[src/rtl/alu_pkg.sv]
// Shared constants for the clocked ALU: function codes,
// control states and divide-by-zero result values.
package alu_pkg;

  localparam logic [4:0] FC_ADD  = 5'b00000;
  localparam logic [4:0] FC_SUB  = 5'b00001;
  localparam logic [4:0] FC_MUL  = 5'b00010;
  localparam logic [4:0] FC_SQRT = 5'b00011;
  localparam logic [4:0] FC_DIV  = 5'b00100;
  localparam logic [4:0] FC_MOD  = 5'b00101;
  localparam logic [4:0] FC_SHL  = 5'b00110;
  localparam logic [4:0] FC_SHR  = 5'b00111;
  localparam logic [4:0] FC_ROL  = 5'b01000;
  localparam logic [4:0] FC_ROR  = 5'b01001;
  localparam logic [4:0] FC_EQ   = 5'b10000;
  localparam logic [4:0] FC_NE   = 5'b10001;
  localparam logic [4:0] FC_GT   = 5'b10010;
  localparam logic [4:0] FC_GE   = 5'b10011;
  localparam logic [4:0] FC_LT   = 5'b10100;
  localparam logic [4:0] FC_LE   = 5'b10101;
  localparam logic [4:0] FC_NOT  = 5'b11000;
  localparam logic [4:0] FC_AND  = 5'b11001;
  localparam logic [4:0] FC_OR   = 5'b11010;
  localparam logic [4:0] FC_XOR  = 5'b11011;
  localparam logic [4:0] FC_XNOR = 5'b11100;

  typedef enum logic {
    LEERLAUF = 1'b0,
    RECHNEN  = 1'b1
  } zustand_t;

  // x/0 yields a quotient of all ones (this bit replicated);
  // x%0 yields the dividend unchanged.
  localparam bit DIV0_QUOT_BIT = 1'b1;

endpackage

[src/rtl/alu_seriell_teiler.sv]
// Signed restoring divider, one quotient bit per clock.
// Result appears combinationally alongside done_o.
module alu_seriell_teiler
  import alu_pkg::*;
#(
  parameter int BREITE = 32
) (
  input  logic              clk_i,
  input  logic              rst_i,
  input  logic              start_i,
  input  logic [BREITE-1:0] dividend_i,
  input  logic [BREITE-1:0] divisor_i,
  output logic              done_o,
  output logic [BREITE-1:0] quotient_o,
  output logic [BREITE-1:0] remainder_o,
  output logic              div_zero_o
);

  localparam int CW = $clog2(BREITE);
  localparam logic [CW-1:0] LETZT = CW'(BREITE-1);

  logic              busy_q;
  logic [CW-1:0]     cnt_q;
  logic [BREITE-1:0] rem_q;
  logic [BREITE-1:0] quo_q;
  logic [BREITE-1:0] dvs_q;
  logic [BREITE-1:0] dividend_q;
  logic              negq_q;
  logic              zero_q;

  logic [BREITE:0]   sh;
  logic              ge;
  logic [BREITE-1:0] rem_d;
  logic [BREITE-1:0] quo_d;

  function automatic logic [BREITE-1:0] betrag(
    input logic [BREITE-1:0] x
  );
    return x[BREITE-1] ? -x : x;
  endfunction

  // One restoring step on the unsigned magnitudes
  always_comb begin
    sh    = {rem_q, quo_q[BREITE-1]};
    ge    = sh >= {1'b0, dvs_q};
    rem_d = BREITE'(ge ? sh - {1'b0, dvs_q} : sh);
    quo_d = BREITE'({quo_q, ge});
  end

  assign done_o     = busy_q && (cnt_q == LETZT);
  assign div_zero_o = zero_q;

  // Sign correction, with the zero-divisor override
  always_comb begin
    if (zero_q) begin
      quotient_o  = {BREITE{DIV0_QUOT_BIT}};
      remainder_o = dividend_q;
    end else begin
      quotient_o  = negq_q ? -quo_d : quo_d;
      remainder_o = dividend_q[BREITE-1] ? -rem_d : rem_d;
    end
  end

  // Operand capture and iteration
  always_ff @(posedge clk_i) begin
    if (rst_i) begin
      busy_q     <= 1'b0;
      cnt_q      <= '0;
      rem_q      <= '0;
      quo_q      <= '0;
      dvs_q      <= '0;
      dividend_q <= '0;
      negq_q     <= 1'b0;
      zero_q     <= 1'b0;
    end else if (start_i) begin
      busy_q     <= 1'b1;
      cnt_q      <= '0;
      rem_q      <= '0;
      quo_q      <= betrag(dividend_i);
      dvs_q      <= betrag(divisor_i);
      dividend_q <= dividend_i;
      negq_q     <= dividend_i[BREITE-1]
                  ^ divisor_i[BREITE-1];
      zero_q     <= (divisor_i == '0);
    end else if (busy_q) begin
      rem_q <= rem_d;
      quo_q <= quo_d;
      cnt_q <= cnt_q + 1'b1;
      if (done_o) busy_q <= 1'b0;
    end
  end

endmodule

[src/rtl/alu_sequenziell.sv]
// Clocked ALU with Start/Bereit/Fertig handshake.
// Macro ALU_SQRT_EN builds the serial square-root unit.
module alu_sequenziell
  import alu_pkg::*;
#(
  parameter int BREITE    = 32,
  parameter int FC_BREITE = 6
) (
  input  logic                 Clock,
  input  logic                 Reset,
  input  logic                 Start,
  input  logic [BREITE-1:0]    Daten1,
  input  logic [BREITE-1:0]    Daten2,
  input  logic [FC_BREITE-1:0] FunktionsCode,
  output logic                 Bereit,
  output logic [BREITE-1:0]    Ergebnis,
  output logic                 Fertig,
  output logic                 Fehler
);

  localparam int AW = $clog2(BREITE);

  zustand_t          zustand_q;
  logic [4:0]        op_q;
  logic [BREITE-1:0] erg_q;
  logic              fertig_q;
  logic              fehler_q;

  logic [4:0]          op;
  logic [BREITE-1:0]   res_c;
  logic                err_c;
  logic                multi_c;
  logic                cmp_c;
  logic [AW-1:0]       amt;
  logic [2*BREITE-1:0] dbl;

  logic              div_start;
  logic              div_done;
  logic [BREITE-1:0] div_quot;
  logic [BREITE-1:0] div_rest;
  logic              div_zero;

`ifdef ALU_SQRT_EN
  localparam int CW = $clog2(BREITE/2);
  localparam logic [CW-1:0] SQ_LETZT = CW'(BREITE/2-1);
  logic [CW-1:0]     cnt_q;
  logic [BREITE-1:0] rad_q;
  logic [BREITE-1:0] srem_q;
  logic [BREITE-1:0] root_q;
  logic [BREITE+1:0] sq_sh;
  logic [BREITE+1:0] sq_trial;
  logic              sq_ge;
  logic [BREITE-1:0] srem_d;
  logic [BREITE-1:0] root_d;

  // One shift-subtract root digit per clock
  always_comb begin
    sq_sh    = {srem_q, rad_q[BREITE-1:BREITE-2]};
    sq_trial = {root_q, 2'b01};
    sq_ge    = sq_sh >= sq_trial;
    srem_d   = BREITE'(sq_ge ? sq_sh - sq_trial : sq_sh);
    root_d   = BREITE'({root_q, sq_ge});
  end
`endif

  assign op  = FunktionsCode[4:0];
  assign amt = Daten2[AW-1:0];
  assign dbl = {Daten1, Daten1};

  // Single-cycle result and multi-cycle classification
  always_comb begin
    res_c   = '0;
    err_c   = 1'b0;
    multi_c = 1'b0;
    cmp_c   = 1'b0;
    if (FunktionsCode[FC_BREITE-1]) begin
      err_c = 1'b1;
    end else begin
      unique case (op)
        FC_ADD:  res_c = Daten1 + Daten2;
        FC_SUB:  res_c = Daten1 - Daten2;
        FC_MUL:  res_c = Daten1 * Daten2;
`ifdef ALU_SQRT_EN
        FC_SQRT: multi_c = 1'b1;
`else
        FC_SQRT: err_c = 1'b1;
`endif
        FC_DIV:  multi_c = 1'b1;
        FC_MOD:  multi_c = 1'b1;
        FC_SHL:  res_c = Daten1 << Daten2;
        FC_SHR:  res_c = Daten1 >> Daten2;
        FC_ROL:  res_c = BREITE'((dbl << amt) >> BREITE);
        FC_ROR:  res_c = BREITE'(dbl >> amt);
        FC_EQ:   cmp_c = Daten1 == Daten2;
        FC_NE:   cmp_c = Daten1 != Daten2;
        FC_GT:   cmp_c = Daten1 >  Daten2;
        FC_GE:   cmp_c = Daten1 >= Daten2;
        FC_LT:   cmp_c = Daten1 <  Daten2;
        FC_LE:   cmp_c = Daten1 <= Daten2;
        FC_NOT:  res_c = ~Daten1;
        FC_AND:  res_c = Daten1 & Daten2;
        FC_OR:   res_c = Daten1 | Daten2;
        FC_XOR:  res_c = Daten1 ^ Daten2;
        FC_XNOR: res_c = ~(Daten1 ^ Daten2);
        default: err_c = 1'b1;
      endcase
      if (op[4] && !op[3])
        res_c = {{(BREITE-1){1'b0}}, cmp_c};
    end
  end

  assign div_start = Start && (zustand_q == LEERLAUF)
                   && multi_c && (op != FC_SQRT);

  alu_seriell_teiler #(
    .BREITE (BREITE)
  ) u_teiler (
    .clk_i       (Clock),
    .rst_i       (Reset),
    .start_i     (div_start),
    .dividend_i  (Daten1),
    .divisor_i   (Daten2),
    .done_o      (div_done),
    .quotient_o  (div_quot),
    .remainder_o (div_rest),
    .div_zero_o  (div_zero)
  );

  // Control FSM with registered result and status
  always_ff @(posedge Clock) begin
    if (Reset) begin
      zustand_q <= LEERLAUF;
      op_q      <= '0;
      erg_q     <= '0;
      fertig_q  <= 1'b0;
      fehler_q  <= 1'b0;
`ifdef ALU_SQRT_EN
      cnt_q     <= '0;
      rad_q     <= '0;
      srem_q    <= '0;
      root_q    <= '0;
`endif
    end else begin
      fertig_q <= 1'b0;
      unique case (zustand_q)
        LEERLAUF: begin
          if (Start) begin
            if (multi_c) begin
              zustand_q <= RECHNEN;
              op_q      <= op;
`ifdef ALU_SQRT_EN
              cnt_q  <= '0;
              rad_q  <= Daten1;
              srem_q <= '0;
              root_q <= '0;
`endif
            end else begin
              erg_q    <= res_c;
              fehler_q <= err_c;
              fertig_q <= 1'b1;
            end
          end
        end
        RECHNEN: begin
`ifdef ALU_SQRT_EN
          if (op_q == FC_SQRT) begin
            cnt_q  <= cnt_q + 1'b1;
            rad_q  <= rad_q << 2;
            srem_q <= srem_d;
            root_q <= root_d;
            if (cnt_q == SQ_LETZT) begin
              erg_q     <= root_d;
              fehler_q  <= 1'b0;
              fertig_q  <= 1'b1;
              zustand_q <= LEERLAUF;
            end
          end else
`endif
          if (div_done) begin
            erg_q     <= (op_q == FC_DIV) ? div_quot
                                          : div_rest;
            fehler_q  <= div_zero;
            fertig_q  <= 1'b1;
            zustand_q <= LEERLAUF;
          end
        end
        default: zustand_q <= LEERLAUF;
      endcase
    end
  end

  assign Bereit   = (zustand_q == LEERLAUF);
  assign Ergebnis = erg_q;
  assign Fertig   = fertig_q;
  assign Fehler   = fehler_q;

endmodule

[config.mk]
export PLATFORM = sky130hd
export DESIGN_NAME = alu_sequenziell
export DESIGN_NICKNAME = d
export VERILOG_FILES = /design/src/rtl/alu_pkg.sv /design/src/rtl/alu_seriell_teiler.sv /design/src/rtl/alu_sequenziell.sv
export SDC_FILE = /design/constraint.sdc
export NUM_CORES = 2
export LEC_CHECK = 0
export CAP_MARGIN = 40
export CORE_UTILIZATION = 50
export CTS_CLUSTER_DIAMETER = 200
export DETAILED_ROUTE_END_ITERATION = 12
export PLACE_DENSITY_LB_ADDON = 0.25
export SYNTH_ARGS = -nofsm -noshare
export SYNTH_HDL_FRONTEND = slang
export SYNTH_SLANG_ARGS = --single-unit
[constraint.sdc]
create_clock -name Clock -period 13.8 [get_ports Clock]
set_clock_uncertainty 0.1 [all_clocks]
set_input_delay 2.07 -clock Clock [delete_from_list [all_inputs] [get_ports Clock]]
set_output_delay 2.07 -clock Clock [all_outputs]
set_load 0.01 [all_outputs]
==> metrics.csv <==
stage,metric,value,unit
outcome,status,completed,
floorplan,Initial Util,50.7,%
critical_path,WP data required,14.06,ns
routing,Starting DRT DRC Count,5483,
synthesis,sequential share of the synthesized area,9.33,%
synthesis,Post-synth EDFFs,0,
grt,GRT overflow,0,
critical_path,"most used cell, CP",fa_1,
synthesis,Post-synth ARST share,0,%
placed_design,IO buf count,107,
sta,setup TNS,0,ns
clock_tree,PostCTS Resize Cnt,0,
sta,Fin. Hold Viols,0,
routing,DRC,0,
floorplan,core area,0.0746,sq mm
sta,fin. max-slew vios,0,
worst_hold_path,min-delay worst type,reg2reg,
critical_path,Top Family by Delay on Critical Path,adder cells,
clock_tree,Clock transition at path regs,0.07,ns
synthesis,post-synth top area share,21.8,%
sta,Final Cycle Share,82.4,%
grt,largest net degree at the start of global routing,79,
clock_tree,cts hold-fix bufs,0,
pwr,NetSw,7.46,mW
routing,vias per cell,6.69,
floorplan,Die Y,277,um
finish,Post-Layout Cell Count,5875,
synthesis,YS warnings,0,
sta,worst-case headroom to the max-slew limit,34.3,%
synthesis,Syn Nets,5751,
synthesis,"top cells by area, synth","fa_1, dfxtp_1, ha_1, nor2_1, nand2_1",
finish,fin nets,5625,
critical_path,crit path kind,in2reg,
finish,fraction of layout cells with a size suffix above 1,5.84,%
critical_path,CP Capture Type,flop,
floorplan,DIE AREA,0.0767,sq mm
sta,final setup fails,0,
finish,Fillers,7308,
grt,All-Layer GR Usage,45.3,%
sta,Worst-Margin Slew,0.978,ns
pwr,Pleak,17.1,nW
finish,most frequent cells in the layout,"nor2_1, nand2_1, inv_1",
pwr,Pwr Density,313,mW/mm^2
placed_design,Post-Place Worst Slack,2.32,ns
clock_tree,"Setup Fix Bufs, Post-CTS",0,
critical_path,CP max stage cell,clkdlybuf4s50_1,
synthesis,Mapped Area,0.0378,sq mm
clock_tree,clk_lat worst skew,0.46,ns
synthesis,syn_area_per_cell,7.54,sq um
clock_tree,clk root buf,clkbuf_16,
pwr,internal power,5.13,mW
clock_tree,CTS tree,done,
finish,P&R area growth vs syn,6.50,%
floorplan,standard-cell row count,100,
finish,Finished Core Util,54.0,%
pwr,Pwr Total,12.6,mW
pwr,Clk pwr share,4.0,%
critical_path,CP arrival,11.63,ns
pwr,combinational share of power,91.7,%
synthesis,synthesis-stage register bit count,176,
clock_tree,CTS H-tree lvls,4,
synthesis,Mapped Cells,5010,
run,Max-Cap Viols,0,
clock_tree,Sink Count,176,
sta,fin crit period,11.37,ns
pwr,switching share of power,59.2,%
placed_design,routability congestion estimate,1.09,
placed_design,post-DP HPWL,131000,um
finish,"most common cell after layout, fill and taps aside",nor2_1,
critical_path,"Buf+Inv Stages, Crit Path",4,
critical_path,Worst R2R Setup Slack,7.62,ns
floorplan,DIE WIDTH,277,um
sta,RSZ-0062 raised after global routing,false,
grt,vias in the first global route,37200,
pwr,Peak VDD IR,0.000507,V
critical_path,Critical Path Fanout Max,17,
synthesis,largest area contributor in the netlist,fa_1,
routing,DR pass1 iterations,7,
routing,total wire length,176000,um
routing,Vias,39300,
routing,drt wl/cell,29.9,um
routing,DRT antenna net count,0,
clock_tree,cts bufs inserted,17,
floorplan,Boundary Pins,108,
critical_path,Crit path largest cell delay,1.09,ns
clock_tree,clock buffer depth,2,
pwr,register share of total power,4.2,%
grt,first-pass GRT wire length,256000,um
sta,final worst slack,2.43,ns
sta,Fmax,88.0,MHz
grt,initial antenna violation count,8,
synthesis,Synth Flop Type,dfxtp_1,
synthesis,post-synthesis cell type count,101,
placed_design,Cells after DPL,5832,
critical_path,Worst setup SP type,input pin,
==> kinds of logic (layout without fill, tap and decap cells) <==
logic type | after synthesis | count (layout) | synth area share [%]
compound gates | 1193 | 1193 | 20.7
fa+ha+maj | 668 | 668 | 30.3
flops | 176 | 176 | 9.33
mux | 183 | 183 | 6.66
other cells | 0 | 9 | 0
simple gates | 1683 | 1683 | 19.0
xor+xnor | 216 | 216 | 5.01
buf+inv | 891 | 778 | 8.98
==> sequential cells by signal, indices dropped and copies added, names as in the netlist <==
register	cells
zustand_q	1
u_teiler.cnt_q	5
u_teiler.div_zero_o	1
u_teiler.busy_q	1
op_q	5
u_teiler.dvs_q	32
Fehler	1
u_teiler.dividend_q	32
u_teiler.quo_q	32
u_teiler.negq_q	1
Fertig	1
u_teiler.rem_q	32
Ergebnis	32
==> Yosys cell counts, types with 27 or more instances <==
library cell,instances
a21o_1,32
nor3_1,68
nand3_1,56
buf_1,63
a211oi_1,157
nor2_1,808
a21oi_1,341
o22ai_1,34
a31oi_1,28
xor2_1,52
nand4_1,29
nand2b_1,28
nand2_1,506
ha_1,257
mux4_2,54
fa_1,411
o221ai_1,39
mux2i_1,121
inv_1,496
o31ai_1,46
dfxtp_1,176
o211ai_1,36
o21ai_0,236
clkbuf_1,282
xnor2_1,164
and2_1,27
==> worst reg2reg max path, stage by stage, from the launching register on <==
cell,delay (ns)
dfxtp_1,0.50
ha_1,0.36
and3_1,0.25
a221o_1,0.43
nand4_1,0.13
nand2_1,0.07
nor3_1,0.52
a21o_1,0.57
nand2_2,0.21
mux2i_1,0.35
ha_1,0.31
nand3b_1,0.14
nor2_1,0.16
o211ai_1,0.12
and2_1,0.20
nor2_1,0.52
a21oi_1,0.15
a41o_1,0.23
o31ai_1,0.50
a311oi_1,0.18
==> metrics by stage <==
| step | area (sq um) | hold slack [ns] |
|---|---|---|
| after floorplan | 37800 | 0.330 |
| after global placement | 39400 | 0.339 |
| after detailed placement | 39600 | 0.344 |
| after CTS | 40200 | 0.353 |
| after global routing | 40200 | 0.368 |
| final | 40200 | 0.354 |
==> path summary, 6_finish.rpt <==
kind	from	to	cells past startpoint
hold / removal	u_teiler.dividend_q[29]	u_teiler.dividend_q[29]	2
setup / recovery	Daten2[5]	Ergebnis[30]	26
setup reg to reg	u_teiler.rem_q[20]	Ergebnis[26]	19
hold reg to reg	u_teiler.dividend_q[29]	u_teiler.dividend_q[29]	2
==> final cells by class <==
| class | instances | area [sq um] | area share (%) |
|---|---|---|---|
| diodes | 9 | 22.5 | 0.0560 |
| clock buffers | 18 | 439 | 1.09 |
| multi-input cells | 3943 | 30900 | 76.8 |
| flip-flops and latches | 176 | 3530 | 8.77 |
| well taps | 969 | 1210 | 3.01 |
| inverters | 521 | 1960 | 4.86 |
| clock inverters | 14 | 163 | 0.404 |
| repair buffers | 225 | 2020 | 5.02 |
==> power by group through the flow <==
stage / Clock, mW / Combinational [mW] / Sequential [mW]
floorplan: 0 / 7.07 / 0.542
global placement: 0 / 11.0 / 0.544
detailed placement: 0 / 11.0 / 0.545
CTS: 0.512 / 11.1 / 0.533
global route: 0.528 / 12.2 / 0.534
finish: 0.508 / 11.5 / 0.534
==> metal layers <==
layer | GRT usage [%] | wire (um) | share of wire [%] | vias up
met5 | 0.125 | 37 | 0.021 | -
met4 | 27.1 | 13300 | 7.6 | 6
met3 | 14.5 | 25000 | 14 | 645
met2 | 64.2 | 69900 | 40 | 2975
met1 | 59.8 | 67600 | 38 | 18900
li1 | - | - | - | 16800
Power figures use the tool's default switching activity.
